### config.mk
export PLATFORM = sky130hd
export DESIGN_NAME = imem_boot_loader_flat
export DESIGN_NICKNAME = d
export VERILOG_FILES = /design/src/rtl/imem_boot_loader_pkg.sv /design/src/rtl/imem_boot_loader_if.sv /design/src/rtl/imem_boot_loader_byte_packer.sv /design/src/rtl/imem_boot_loader.sv /design/src/flat_wrapper.sv
export SDC_FILE = /design/constraint.sdc
export NUM_CORES = 1
export LEC_CHECK = 0
export ABC_AREA = 1
export CORE_UTILIZATION = 45
export DETAILED_ROUTE_END_ITERATION = 7
export GPL_ROUTABILITY_DRIVEN = 0
export MAX_ROUTING_LAYER = met4
export PLACE_DENSITY = 0.68
export SETUP_SLACK_MARGIN = 0.15
export SLEW_MARGIN = 0
export SYNTH_ARGS = -nofsm -noshare
export SYNTH_HDL_FRONTEND = slang
export SYNTH_SLANG_ARGS = --single-unit
### constraint.sdc
create_clock -name clk -period 2.88 [get_ports clk]
set_input_delay 0.432 -clock clk [delete_from_list [all_inputs] [get_ports clk]]
set_output_delay 0.432 -clock clk [all_outputs]
set_load 0.05 [all_outputs]
### src/rtl/imem_boot_loader_pkg.sv
// Shared definitions for the instruction-memory boot loader.
//   WORD_WIDTH   : instruction/data word width (fixed at 32)
//   BOOT_LEN_W   : width of the image length field and word index
//   BOOT_ST_W    : width of the loader state encoding
//   boot_state_e : loader FSM states
//   word_addr()  : byte address of word idx relative to a base
package imem_boot_loader_pkg;

  localparam int unsigned WORD_WIDTH = 32;
  localparam int unsigned BOOT_LEN_W = 16;
  localparam int unsigned BOOT_ST_W  = 3;

  typedef enum logic [BOOT_ST_W-1:0] {
    ST_LEN0 = 3'd0,
    ST_LEN1 = 3'd1,
    ST_DATA = 3'd2,
    ST_CSUM = 3'd3,
    ST_RUN  = 3'd4,
    ST_ERR  = 3'd5
  } boot_state_e;

  // Address arithmetic wraps mod 2^WORD_WIDTH; no overflow check by design.
  function automatic logic [WORD_WIDTH-1:0] word_addr(
    input logic [WORD_WIDTH-1:0] base,
    input logic [BOOT_LEN_W-1:0] idx
  );
    return base + WORD_WIDTH'({idx, 2'b00});
  endfunction

endpackage

### src/rtl/imem_boot_loader_if.sv
// Byte-stream input and instruction-memory write bus of the boot loader.
//   in_valid/in_ready/in_byte : byte stream handshake (accept on valid && ready)
//   imem_we/imem_addr/imem_data : one-cycle write strobe into instruction memory
// Modports: slave = the loader, master = stream source plus memory write sink.
interface imem_boot_loader_if #(
  parameter int unsigned W = 32
);
  logic         in_valid;
  logic         in_ready;
  logic [7:0]   in_byte;
  logic         imem_we;
  logic [W-1:0] imem_addr;
  logic [W-1:0] imem_data;

  modport master (
    output in_valid, in_byte,
    input  in_ready, imem_we, imem_addr, imem_data
  );

  modport slave (
    input  in_valid, in_byte,
    output in_ready, imem_we, imem_addr, imem_data
  );
endinterface

### src/rtl/imem_boot_loader_byte_packer.sv
// Packs accepted stream bytes into little-endian 32-bit words.
//   clk, rst     : clock and synchronous active-high reset
//   i_en         : a data byte is accepted this cycle
//   i_byte       : the accepted byte
//   o_word       : assembled word including the current byte (valid with o_word_valid)
//   o_word_valid : combinational pulse on the cycle that accepts byte 3 of a word
module imem_boot_loader_byte_packer (
  input  logic        clk,
  input  logic        rst,
  input  logic        i_en,
  input  logic [7:0]  i_byte,
  output logic [31:0] o_word,
  output logic        o_word_valid
);

  logic [1:0]  r_cnt;
  logic [23:0] r_shift;

  // Bytes shift in from the top, so after three bytes r_shift = {b2, b1, b0}.
  always_ff @(posedge clk) begin
    if (rst) begin
      r_cnt   <= '0;
      r_shift <= '0;
    end else if (i_en) begin
      r_cnt   <= r_cnt + 2'd1;
      r_shift <= {i_byte, r_shift[23:8]};
    end
  end

  assign o_word       = {i_byte, r_shift};
  assign o_word_valid = i_en && (r_cnt == 2'd3);

endmodule

### src/rtl/imem_boot_loader.sv
// Boot loader: receives a length-prefixed, XOR-checksummed program image as a
// byte stream, writes it word by word into instruction memory and releases the
// CPU reset once the checksum matches.
//   clk, rst : clock and synchronous active-high reset
//   bus      : stream input and imem write port (slave modport)
//   cpu_rst  : CPU reset, high until the image is verified
//   done     : image loaded and verified (sticky until rst)
//   error    : bad length or checksum mismatch (sticky until rst)
module imem_boot_loader
  import imem_boot_loader_pkg::*;
#(
  parameter int unsigned           W         = WORD_WIDTH,
  parameter logic [WORD_WIDTH-1:0] ADDR_BASE = '0,
  parameter int unsigned           MAX_WORDS = 1024
) (
  input  logic                 clk,
  input  logic                 rst,
  imem_boot_loader_if.slave    bus,
  output logic                 cpu_rst,
  output logic                 done,
  output logic                 error
);

  localparam logic [31:0] LP_MAX_WORDS = 32'(MAX_WORDS);

  boot_state_e           r_state;
  logic                  r_ready;
  logic                  r_we;
  logic [W-1:0]          r_addr;
  logic [W-1:0]          r_data;
  logic                  r_cpu_rst;
  logic                  r_done;
  logic                  r_error;
  logic [7:0]            r_len_lo;
  logic [BOOT_LEN_W-1:0] r_nwords;
  logic [BOOT_LEN_W-1:0] r_widx;
  logic [7:0]            r_csum;

  logic                  w_accept;
  logic                  w_data_en;
  logic [BOOT_LEN_W-1:0] w_len;
  logic [31:0]           w_word;
  logic                  w_word_valid;

  assign w_accept  = bus.in_valid && r_ready;
  assign w_data_en = w_accept && (r_state == ST_DATA);
  assign w_len     = {bus.in_byte, r_len_lo};

  imem_boot_loader_byte_packer u_packer (
    .clk          (clk),
    .rst          (rst),
    .i_en         (w_data_en),
    .i_byte       (bus.in_byte),
    .o_word       (w_word),
    .o_word_valid (w_word_valid)
  );

  always_ff @(posedge clk) begin
    if (rst) begin
      r_state   <= ST_LEN0;
      r_ready   <= 1'b1;
      r_we      <= 1'b0;
      r_addr    <= '0;
      r_data    <= '0;
      r_cpu_rst <= 1'b1;
      r_done    <= 1'b0;
      r_error   <= 1'b0;
      r_len_lo  <= '0;
      r_nwords  <= '0;
      r_widx    <= '0;
      r_csum    <= '0;
    end else begin
      r_we <= 1'b0;
      if (w_accept) begin
        r_csum <= r_csum ^ bus.in_byte;
        unique case (r_state)
          ST_LEN0: begin
            r_len_lo <= bus.in_byte;
            r_state  <= ST_LEN1;
          end
          ST_LEN1: begin
            r_nwords <= w_len;
            if (w_len == '0) begin
              r_state <= ST_CSUM;
            end else if (32'(w_len) > LP_MAX_WORDS) begin
              r_state <= ST_ERR;
              r_ready <= 1'b0;
              r_error <= 1'b1;
            end else begin
              r_state <= ST_DATA;
            end
          end
          ST_DATA: begin
            if (w_word_valid) begin
              r_we   <= 1'b1;
              r_addr <= word_addr(ADDR_BASE, r_widx);
              r_data <= w_word;
              r_widx <= r_widx + 1'b1;
              if (r_widx == r_nwords - 1'b1) begin
                r_state <= ST_CSUM;
              end
            end
          end
          ST_CSUM: begin
            // r_csum already covers every byte before this one.
            r_ready <= 1'b0;
            if (bus.in_byte == r_csum) begin
              r_state   <= ST_RUN;
              r_cpu_rst <= 1'b0;
              r_done    <= 1'b1;
            end else begin
              r_state <= ST_ERR;
              r_error <= 1'b1;
            end
          end
          ST_RUN, ST_ERR: begin
          end
          default: begin
          end
        endcase
      end
    end
  end

  assign bus.in_ready  = r_ready;
  assign bus.imem_we   = r_we;
  assign bus.imem_addr = r_addr;
  assign bus.imem_data = r_data;
  assign cpu_rst       = r_cpu_rst;
  assign done          = r_done;
  assign error         = r_error;

endmodule
### src/flat_wrapper.sv
// flat-port wrapper written by rule: the top's interface ports become plain ports
module imem_boot_loader_flat import imem_boot_loader_pkg::*;
#(
  parameter int unsigned           W         = WORD_WIDTH,
  parameter logic [WORD_WIDTH-1:0] ADDR_BASE = '0,
  parameter int unsigned           MAX_WORDS = 1024
)
  (clk, rst, cpu_rst, done, error, bus_in_valid, bus_in_byte, bus_in_ready, bus_imem_we, bus_imem_addr, bus_imem_data);
  imem_boot_loader_if #(.W(W)) bus_i ();
  input  logic clk;
  input  logic rst;
  output logic cpu_rst;
  output logic done;
  output logic error;
  input wire logic [$bits(bus_i.in_valid)-1:0] bus_in_valid;
  input wire logic [$bits(bus_i.in_byte)-1:0] bus_in_byte;
  output wire logic [$bits(bus_i.in_ready)-1:0] bus_in_ready;
  output wire logic [$bits(bus_i.imem_we)-1:0] bus_imem_we;
  output wire logic [$bits(bus_i.imem_addr)-1:0] bus_imem_addr;
  output wire logic [$bits(bus_i.imem_data)-1:0] bus_imem_data;
  assign bus_i.in_valid = bus_in_valid;
  assign bus_i.in_byte = bus_in_byte;
  assign bus_in_ready = bus_i.in_ready;
  assign bus_imem_we = bus_i.imem_we;
  assign bus_imem_addr = bus_i.imem_addr;
  assign bus_imem_data = bus_i.imem_data;
  imem_boot_loader #(.W(W), .ADDR_BASE(ADDR_BASE), .MAX_WORDS(MAX_WORDS)) u_core (.clk(clk), .rst(rst), .bus(bus_i), .cpu_rst(cpu_rst), .done(done), .error(error));
endmodule
# Yosys cells after proc, flatten, opt, wreduce, memory -nomap -nowiden
# Cells that the tools add are included.
# word_totals
in_bits	11
output_inout_bits	69
reg_bits	130
# classes
n_eq_ne	11
mux	14
add_sub_neg	3
n_reduce_logical	15
order_cmp	1
bitwise_logic	3
# ops
op	n
16-bit by 1-bit adder with 16-bit output (second input constant)	1
16-bit == test	1
16-bit by 11-bit greater-than comparator with 1-bit output (second input constant)	1
16-bit zero test	1
16-bit by 1-bit subtractor with 16-bit output (second input constant)	1
3-bit two-way mux	4
3-bit one-hot mux with 4 select lines	1
8-bit == test	1
2-bit != test (second input constant)	4
4-bit AND reduction	2
8-bit XOR	1
1-bit two-way mux	7
3-bit by 2-bit == test with 1-bit output (second input constant)	2
3-bit AND reduction	2
5-bit AND reduction	1
1-bit one-hot mux with 2 select lines	2
2-bit AND reduction	2
4-bit nonzero test	1
3-bit by 1-bit == test with 1-bit output (second input constant)	1
1-bit logical AND	3
3-bit zero test	1
3-bit OR reduction	1
2-bit by 1-bit adder with 2-bit output (second input constant)	1
2-bit == test (second input constant)	1
3 further kinds	4

# Longest topological paths before layout
# Gate-level depths: netlist of run 1.
# logic_depth
depth_word	5
ltp_mapped	15

# Hierarchy
# Synthesis of run 1 repeated with hierarchy kept, for this count alone.
# hier_totals
hier_cells	838
area_unflattened_um2	5940.7
# modules_own_cells
module	cells_each	n_inst	area_each_um2
imem_boot_loader	663	1	4754.6
imem_boot_loader_byte_packer	175	1	1186.1

# Worst setup path before layout of run 1
# OpenSTA, ideal clock, no wires.
# synth_path
path_type	register to register
startpoint	register u_core.r_ready (netlist: u_core.bus.in_ready)
endpoint	register u_core.r_widx[15]
setup_time_ps	117
required_ps	2763
slack_ps	870
n_path_buf	1
arrival_ps	1893
stages_incl_launch_ff	15
period_less_slack_ps	2010
cell_sequence	dfxtp_1 > nand2_2 > inv_2 > nand3_4 > buf_6 > clkinv_4 > nand2_4 > nor2_4 > nand2_2 > nor2_4 > nand2_2 > nor2_1 > nand3_1 > o21ai_1 > a21oi_1
# synth_between
elab_chain_cells	4
# synth_lines
item	line	source
from (decl)	imem_boot_loader.sv:27	logic r_ready;
from (signal assigned)	imem_boot_loader.sv:61	r_ready <= 1'b1;
from (signal assigned)	imem_boot_loader.sv:87	r_ready <= 1'b0;
from (signal assigned)	imem_boot_loader.sv:106	r_ready <= 1'b0;
1-bit logical AND *	imem_boot_loader.sv:45	assign w_accept = bus.in_valid && r_ready;
1-bit logical AND	imem_boot_loader.sv:46	assign w_data_en = w_accept && (r_state == ST_DATA);
1-bit logical AND	imem_boot_loader_byte_packer.sv:31	assign o_word_valid = i_en && (r_cnt == 2'd3);
3-bit AND reduction (no source line) *	n/a	
to (signal assigned)	imem_boot_loader.sv:98	r_widx <= r_widx + 1'b1;
to (decl)	imem_boot_loader.sv:36	logic [BOOT_LEN_W-1:0] r_widx;
# Mark *: on every way between the ends. The rest lies on a longest branch, timed or not.
# A chain may end at the register's enable or synchronous reset.

# Worst setup path after layout of run 1
# layout_path
startpoint	register u_core.r_ready (netlist: u_core.bus.in_ready)
endpoint	output port bus_in_ready
# layout_lines
item	line	source
to (decl)	flat_wrapper.sv:17	output wire logic [$bits(bus_i.in_ready)-1:0] bus_in_ready;
# No word-level cell between the ends.

==> key figures, run 1 <==
Die
  • Row Count: 40
  • Die Wd: 113 um
  • Die area: 12,800 um^2
  • Starting Density: 46.3%
  • Die Ht: 113 um
  • Core box area: 12,000 um^2
  • Io pins: 80

GRT
  • Grt total ovfl: 0
  • First-pass GRT wire length: 22,500 um
  • Largest net degree at the start of global routing: 93
  • GR Util All Layers: 23.1%
  • Initial antenna violation count: 0
  • Vias in the first global route: 4,637

Placement
  • Post-detail-place hpwl: 9310 um
  • I/O Buffers: 63

Clock network
  • Worst skew pair latency: 410 ps
  • Post-CTS resize count: 0
  • TritonCTS clock tree: done
  • TritonCTS Buffers: 17
  • Clock Sinks: 130
  • Max Buffers Root-to-Sink: 2
  • Clk slew on worst S/H paths: 60 ps
  • Cts hold-fix bufs: 0
  • Root Driver: clkbuf_16
  • Total setup buffers inserted after CTS: 0
  • H-tree depth: 4

Critical path
  • Critical path launch point type: register
  • WP data arrival: 1640 ps
  • WS Path Type: reg2out
  • Worst reg2reg path startpoint: u_core.r_nwords[0]
  • Critical path's top delay family: buffers and inverters
  • CP cell instances: clkdlybuf4s50_1
  • CP Max Fanout: 4
  • Buf/Inv on CP: 1
  • Critical path capture point type: output port
  • Worst R2R Setup Slack: 830 ps
  • WP depth: 1
  • Slowest cell delay on critical path: 830 ps
  • Worst Path Required: 2450 ps
  • Worst path slowest cell: clkdlybuf4s50_1
  • R2R depth: 10
  • Critical R2R Capture: u_core.r_state[0]

Logic synthesis
  • Register bit total from synthesis: 130
  • Synth Flop Type: dfxtp_1
  • Register area share after synthesis: 46.8%
  • Syn_area_per_cell: 7.56 um^2
  • Post-Syn Instances: 736
  • Post-Syn Area: 5560 um^2
  • Unique cell type count in the Yosys netlist: 39
  • Synthesis Warnings: 0
  • Synth async-reset ratio: 0%
  • EDFF count, synth: 0

Route
  • Iteration-0 DRC Markers: 277
  • Vias post-DR: 4,966
  • Routed len/inst: 14.4 um
  • First drt pass iteration count: 5
  • Routed WL: 13,700 um
  • Remaining DRCs: 0
  • Avg Vias per Cell: 5.23
  • DRT antenna net count: 0

Job
  • Maxcap violations: 0

Final layout
  • Inserted Diodes: 0
  • Layout area overhead: 22.3%
  • Nets@finish: 805
  • Layout cells sized above 1: 6.98%

Timing
  • Minimum clock period: 2070 ps
  • Setup tns final: 0 ps
  • Final worst clock skew: 8.19 ps
  • Final Hold Vio Count: 0
  • Final period utilization: 72.0%
  • Hold slack: 449 ps
  • Fmax: 0.482 GHz
  • Worst-Margin Slew: 538 ps
  • Slew margin rel.: 63.8%
  • Slew Viols, Final: 0
  • Setup violators final: 0
  • RSZ-0062 raised after global routing: false

Min path
  • Hold Path Class: reg2reg
  • Hold path start: u_core.cpu_rst
  • Hold path endpoint: u_core.cpu_rst
  • Hold Path Depth: 2

Power and ir drop
  • P_leak: 0.00291 uW
  • Max VDD drop: 0.375 mV
  • Pwr dens: 668 nW/um^2

Run status
  • Outcome: finished clean
==> metal layers <==
metal / up-vias / global-route usage (%) / share of wire [%]
met1: 2289 / 28.6 / 44
met3: 24 / 5.52 / 5.0
li1: 2503 / - / -
met2: 150 / 37.3 / 49
met4: 0 / 6.93 / 2.0
met5: - / - / 0
==> sequential cells by signal (all words and copies together), names as in the netlist <==
| signal | count |
|---|---|
| u_core.bus.imem_addr | 16 |
| u_core.bus.imem_data | 32 |
| u_core.bus.imem_we | 1 |
| u_core.bus.in_ready | 1 |
| u_core.cpu_rst | 1 |
| u_core.done | 1 |
| u_core.error | 1 |
| u_core.r_csum | 8 |
| u_core.r_len_lo | 8 |
| u_core.r_nwords | 16 |
| u_core.r_state | 3 |
| u_core.r_widx | 16 |
| u_core.u_packer.r_cnt | 2 |
| u_core.u_packer.r_shift | 24 |
==> placed cells by master (no fill, tap or decap), types with 5 or more instances in the layout <==
| master | Yosys | layout |
|---|---|---|
| a21oi_1 | 67 | 67 |
| buf_4 | 16 | 8 |
| clkbuf_16 | 0 | 17 |
| clkdlybuf4s50_1 | 0 | 63 |
| conb_1 | 1 | 16 |
| dfxtp_1 | 130 | 130 |
| inv_1 | 61 | 60 |
| nand2_1 | 101 | 101 |
| nand3_1 | 40 | 40 |
| nand4_1 | 10 | 10 |
| nor2_1 | 98 | 98 |
| nor2_4 | 5 | 5 |
| nor3_1 | 11 | 11 |
| o21ai_0 | 97 | 97 |
| xnor2_1 | 8 | 8 |
| xor2_1 | 17 | 17 |
==> per-stage QoR <==
stage	cells	util, %	setup WS (ps)	power, uW	cell area (um^2)
3_3_place_gp	919	52.0	542	2510	6240
6_report	949	56.6	807	4540	6800
4_1_cts	949	56.6	791	4560	6800
2_1_floorplan	751	-	870	2420	5620
3_5_place_dp	919	52.0	485	2530	6240
5_1_grt	949	56.6	573	4740	6800
==> how the worst max path moves through the flow <==
stage	startpoint	endpoint	slack, ps
2_1_floorplan	u_core.bus.in_ready	u_core.r_widx[15]	870
3_3_place_gp	bus_in_valid	u_core.r_widx[15]	540
3_5_place_dp	bus_in_valid	u_core.r_nwords[9]	480
4_1_cts	u_core.bus.in_ready	bus_in_ready	790
5_1_grt	u_core.r_nwords[0]	u_core.r_state[0]	570
6_report	u_core.bus.in_ready	bus_in_ready	810
==> area by class of cell <==
class                           count  area [um^2]
Clock buffer                       20          447
Clock inverter                     10          111
Fill cell                        1082         5210
Inverter                           64          245
Multi-Input combinational cell    506         2500
Sequential cell                   130         2600
Tap cell                          147          184
Timing Repair Buffer               72          711
==> logic make-up after synthesis <==
family / count (synthesis) / share of synthesized area, %
flops: 130 / 46.8
buf+inv: 115 / 9.27
xor+xnor: 25 / 3.94
simple gates: 282 / 22.5
compound gates: 180 / 16.7
other cells: 1 / 0.0674
fa+ha+maj: 3 / 0.675
==> report_power, final <==
part           leakage, uW  internal [uW]  switching, uW
clock network     0.000268           1280            755
registers          0.00105           1880           62.5
logic              0.00159            187            379
total              0.00291           3350           1200
==> synthesized netlist by cell type (2+ instances only) <==
master / instances / share of area (%)
dfxtp_1: 130 / 47
nand2_1: 101 / 6.8
nor2_1: 98 / 6.6
o21ai_0: 97 / 8.7
a21oi_1: 67 / 6.0
inv_1: 61 / 4.1
nand3_1: 40 / 3.6
clkbuf_1: 23 / 1.6
xor2_1: 17 / 2.7
buf_4: 16 / 2.2
nor3_1: 11 / 0.99
nand4_1: 10 / 1.1
buf_2: 9 / 0.81
xnor2_1: 8 / 1.3
nor2_4: 5 / 1.0
a211oi_1: 4 / 0.54
a31oi_1: 4 / 0.45
ha_1: 3 / 0.67
nand2_2: 3 / 0.34
nor2_2: 3 / 0.34
nor4_1: 3 / 0.34
o21ai_1: 3 / 0.27
buf_1: 2 / 0.14
inv_2: 2 / 0.14
nand3b_1: 2 / 0.27
(Power assumes the default switching activity.)
==> inputs of run 2 (changes only) <==
- PLACE_DENSITY: 0.68 -> 0.71
- clock period: 2.88 -> 1.9 ns (I/O delays scaled with it)
==> key figures, run 2 (same netlist as run 1, synthesis figures left out) <==
Run status
  • Outcome: finished clean

Timing
  • Minimum clock period: 1770 ps
  • Worst-Margin Slew: 517 ps
  • Hold slack: 450 ps
  • Final Hold Vio Count: 0
  • Final period utilization: 93.3%
  • Final worst clock skew: 8.32 ps
  • Slew Viols, Final: 0
  • Setup violators final: 0
  • Slew margin rel.: 65.7%
  • RSZ-0062 raised after global routing: true
  • Fmax: 0.564 GHz

Placement
  • Placement-stage cell area: 6530 um^2
  • I/O Buffers: 63
  • Post-detail-place hpwl: 9820 um

Die
  • Die Ht: 113 um
  • Core box area: 12,000 um^2
  • Row Count: 40
  • Io pins: 80
  • Starting Density: 46.3%
  • Die area: 12,800 um^2
  • Die Wd: 113 um

Clock network
  • H-tree depth: 4
  • Cts hold-fix bufs: 0
  • TritonCTS clock tree: done
  • Clk slew on worst S/H paths: 60 ps
  • Root Driver: clkbuf_16
  • Clock Sinks: 130
  • TritonCTS Buffers: 17
  • Max Buffers Root-to-Sink: 2
  • Worst skew pair latency: 410 ps

Route
  • Routed met2 length: 7120 um
  • Vias post-DR: 5,232
  • Top routing layer used: met4
  • Iteration-0 DRC Markers: 324
  • Routed WL: 14,600 um
  • Avg Vias per Cell: 5.26
  • DRT antenna net count: 0
  • Met1 WL: 6390 um
  • Remaining DRCs: 0
  • First drt pass iteration count: 8
  • Met3 WL: 699 um
  • Routed len/inst: 14.7 um

Critical path
  • Slowest cell delay on critical path: 350 ps
  • WS Path Type: reg2reg
  • CP Max Fanout: 4
  • WP data arrival: 2130 ps
  • CP cell instances: inv_4, ha_4, nand3_1, nor2_2, buf_4, nand3_1, nand3_1, nor2_1, nand4_1, nand3_1, nand2_1, nor2_1
  • Worst Path Required: 2260 ps
  • Most common cell on crit path: nand3_1
  • Critical path launch point type: register
  • Critical path capture point type: register
  • Worst path slowest cell: dfxtp_2

Final layout
  • Most common cell after layout, fill and taps aside: dfxtp_1
  • Max FFs per register: 32
  • Design area: 7210 um^2
  • Commonest non-fill, non-tap cells in the layout: dfxtp_1 (125), nand2_1 (96), o21ai_0 (95)
  • # fillers: 1,081
  • Nets@finish: 849
  • Layout cells sized above 1: 16.2%
  • Layout area overhead: 29.6%
  • Inserted Diodes: 0

Power and ir drop
  • P_leak: 0.00340 uW
  • Pwr dens: 979 nW/um^2
  • Max VDD drop: 0.672 mV
  • Total power: 7060 uW

GRT
  • Largest net degree at the start of global routing: 53
  • Initial antenna violation count: 0
  • Grt total ovfl: 0
  • Vias in the first global route: 4,986
  • GR Util All Layers: 24.0%
  • First-pass GRT wire length: 23,500 um

Min path
  • Hold Path Class: reg2reg

Job
  • Maxcap violations: 0
## run 2: changes by cell type in the layout (fill, tap and decap cells not counted), sizes merged
cell,before,now
clkbuf,20,18
dlygate4sd2,0,53
inv,64,68
clkinvlp,3,1
clkdlybuf4s50,63,10
buf,9,53
clkinv,5,8
bufinv,2,1
## run 2: worst max-delay path, delay by kind of cell, from the launching register on
family,cells,cell delay (ps)
and+or+nand+nor,9,990
DFF,1,350
buffers and inverters,2,190
adders and majority gates,1,170
## run 2: routing by layer
layer | vias to the layer above | global-route usage (%)
met5 | - | -
met1 | 2443 | 28.9
li1 | 2594 | -
met2 | 164 | 38.8
met4 | 0 | 10.3
met3 | 31 | 5.14
## run 2: final timing paths
check	from	endpoint	slack [ps]	cells past startpoint
worst max-delay path	u_core.r_nwords[0]	u_core.r_state[0]	130	12
worst min-delay path	u_core.done	u_core.done	450	2
worst max register to register	u_core.r_nwords[0]	u_core.r_state[0]	130	12
worst min register to register	u_core.done	u_core.done	450	2
## run 2: repair_timing
| action | in CTS | in global routing |
|---|---|---|
| pin swaps | 7 | 15 |
| buffers inserted | 6 | 4 |
| gates cloned | 0 | 0 |
| gates resized for setup | 69 | 25 |
| endpoints found under the setup margin | 56 | 17 |
## run 2: area by class of cell
cell class	count	area (um^2)	share of cell area, %
clock inverters	14	131	1.82
inverters	64	248	3.44
multi-input cells	506	2600	36.1
well taps	147	184	2.55
clock buffers	18	429	5.95
repair buffers	116	1000	13.9
flip-flops and latches	130	2610	36.3
## run 2: per-stage QoR
stage	instances	utilization [%]	TNS [ps]	setup slack (ps)
6_report	995	60.0	0	128
5_1_grt	995	60.0	-94.6	-80.1
4_1_cts	991	59.2	0	127
3_5_place_dp	953	54.3	-1050	-167
3_3_place_gp	953	54.3	-226	-96.5
2_1_floorplan	751	-	0	174
## run 2: power breakdown
group / total [uW] / leakage, uW / internal (uW) / switching (uW)
combinational: 1010 / 0.00207 / 384 / 629
clock: 3080 / 0.000277 / 1820 / 1270
sequential: 2960 / 0.00106 / 2850 / 113
total: 7060 / 0.00340 / 5050 / 2010
==> inputs of run 3 (changes only) <==
- CAP_MARGIN: unset -> 10
- PLACE_DENSITY: 0.71 -> 0.68
- clock period: 1.9 -> 1.7 ns (I/O delays scaled with it)
==> key figures, run 3 (same netlist as run 1, synthesis figures left out) <==
Die
  • Row Count: 40
  • Die area: 12,800 um^2
  • Die Ht: 113 um
  • Die Wd: 113 um
  • Io pins: 80
  • Starting Density: 46.3%
  • Core box area: 12,000 um^2

Final layout
  • Layout cells sized above 1: 26.1%
  • Register area: 2620 um^2
  • Commonest non-fill, non-tap cells in the layout: buf_4 (123), dfxtp_1 (122), nand2_1 (94)
  • Inserted Diodes: 0
  • Multi-input gate area: 2660 um^2
  • Nets@finish: 873
  • Final Non-Filler Cells: 1,019
  • Layout area overhead: 33.3%
  • # fillers: 1,039
  • Design area: 7420 um^2
  • Most common cell after layout, fill and taps aside: buf_4
  • Max FFs per register: 32

Run status
  • Outcome: complete, but fails checks
  • Failing checks: negative setup slack

Timing
  • Final period utilization: 105%
  • Minimum clock period: 1790 ps
  • Setup tns final: -132 ps
  • Setup violators final: 2
  • Slew Viols, Final: 0
  • Final Hold Vio Count: 0
  • RSZ-0062 raised after global routing: true
  • Final setup margin: -85.8 ps
  • Final worst clock skew: 5.05 ps
  • Hold slack: 449 ps
  • Fmax: 0.560 GHz

Critical path
  • Critical path's top delay family: simple AND/OR/NAND/NOR gates
  • Slowest cell delay on critical path: 350 ps
  • Worst path slowest cell: dfxtp_2
  • Worst reg2reg path startpoint: u_core.r_nwords[2]
  • R2R depth: 10
  • Critical R2R Capture: u_core.r_state[1]
  • Buf/Inv on CP: 0
  • WP data arrival: 2090 ps
  • CP Max Fanout: 5
  • WS Path Type: reg2reg
  • Worst Path Required: 2010 ps
  • Critical path capture point type: register
  • CP cell instances: nor2_2, nand2_2, nor2_4, nand4_1, nand2_1, nand2_1, nor2_2, nand4_1, a21oi_1, nor2_1
  • Worst R2R Setup Slack: -90 ps
  • Critical path launch point type: register

Power and ir drop
  • Pwr dens: 1070 nW/um^2
  • P_leak: 0.00340 uW
  • Max VDD drop: 0.688 mV

Placement
  • DP Cell Count: 978
  • Placement-stage cell area: 6650 um^2
  • I/O Buffers: 63
  • Post-detail-place hpwl: 10,200 um

Clock network
  • Clk slew on worst S/H paths: 60 ps
  • H-tree depth: 4
  • Clock Sinks: 130
  • Root Driver: clkbuf_16
  • TritonCTS clock tree: done
  • Max Buffers Root-to-Sink: 2
  • Worst skew pair latency: 420 ps
  • TritonCTS Buffers: 17

Route
  • Routed WL: 14,700 um
  • Vias post-DR: 5,236
  • Remaining DRCs: 0
  • Iteration-0 DRC Markers: 291
  • Avg Vias per Cell: 5.14
  • DRT antenna net count: 0
  • Routed len/inst: 14.5 um
  • First drt pass iteration count: 5

Min path
  • Hold Path Class: reg2reg
  • Hold Path Depth: 2
  • Hold path start: u_core.done
  • Hold path endpoint: u_core.done

GRT
  • GR Util All Layers: 24.6%
  • Largest net degree at the start of global routing: 56
  • Vias in the first global route: 5,016
  • Initial antenna violation count: 0
  • Grt total ovfl: 0
  • First-pass GRT wire length: 23,800 um

Job
  • Maxcap violations: 0
run 3: timing repair:
item / 4_1_cts / 5_1_grt
setup endpoints to repair: 13 / 32
resized for setup: 28 / 29
hold buffers: 0 / 0
pin swaps: 9 / 11
setup buffers: 3 / 5
cloned: 0 / 1
run 3: per-layer routing:
layer | share of wire (%) | global-route usage, %
met1 | 45 | 28.8
met2 | 49 | 41.1
met3 | 3.8 | 5.14
met4 | 2.1 | 9.91
met5 | 0 | -
run 3: worst register-to-register path, stage by stage (launching register included):
cell and delay, ps:
dfxtp_2 350, nor2_2 120, nand2_2 120, nor2_4 170
nand4_1 130, nand2_1 110, nand2_1 70, nor2_2 130
nand4_1 200, a21oi_1 210, nor2_1 80
run 3: worst max-delay path by stage:
stage	startpoint	endpoint	slack, ps	cells after the start
6_report	u_core.r_nwords[2]	u_core.r_state[1]	-90	10
5_1_grt	u_core.r_nwords[5]	u_core.r_state[1]	-260	11
4_1_cts	u_core.r_nwords[0]	u_core.r_state[1]	-80	14
3_5_place_dp	bus_in_valid	u_core.r_widx[13]	-350	12
3_3_place_gp	bus_in_valid	u_core.r_widx[13]	-300	12
2_1_floorplan	u_core.bus.in_ready	u_core.r_widx[15]	20	14
run 3: area by class of cell:
type | instances | area share (%)
multi-input combinational | 506 | 35.9
sequential | 130 | 35.3
timing repair buffer | 139 | 15.3
clock buffer | 21 | 6.48
inverter | 64 | 3.42
tap | 147 | 2.48
clock inverter | 11 | 1.08
timing repair inverter | 1 | 0.101
run 3: power breakdown:
part | total, uW | internal, uW | switching [uW]
Sequential | 3300 | 3180 | 113
Clock | 3410 | 2020 | 1400
Combinational | 1230 | 495 | 734
Total | 7940 | 5700 | 2240
run 3: through the flow:
stage | setup slack [ps] | total power, uW | util [%]
CTS | -79.0 | 7930 | 60.8
floorplan | 24.2 | 4120 | -
global route | -262 | 8270 | 61.8
global placement | -305 | 4440 | 55.4
finish | -85.8 | 7940 | 61.8
detailed placement | -349 | 4470 | 55.4
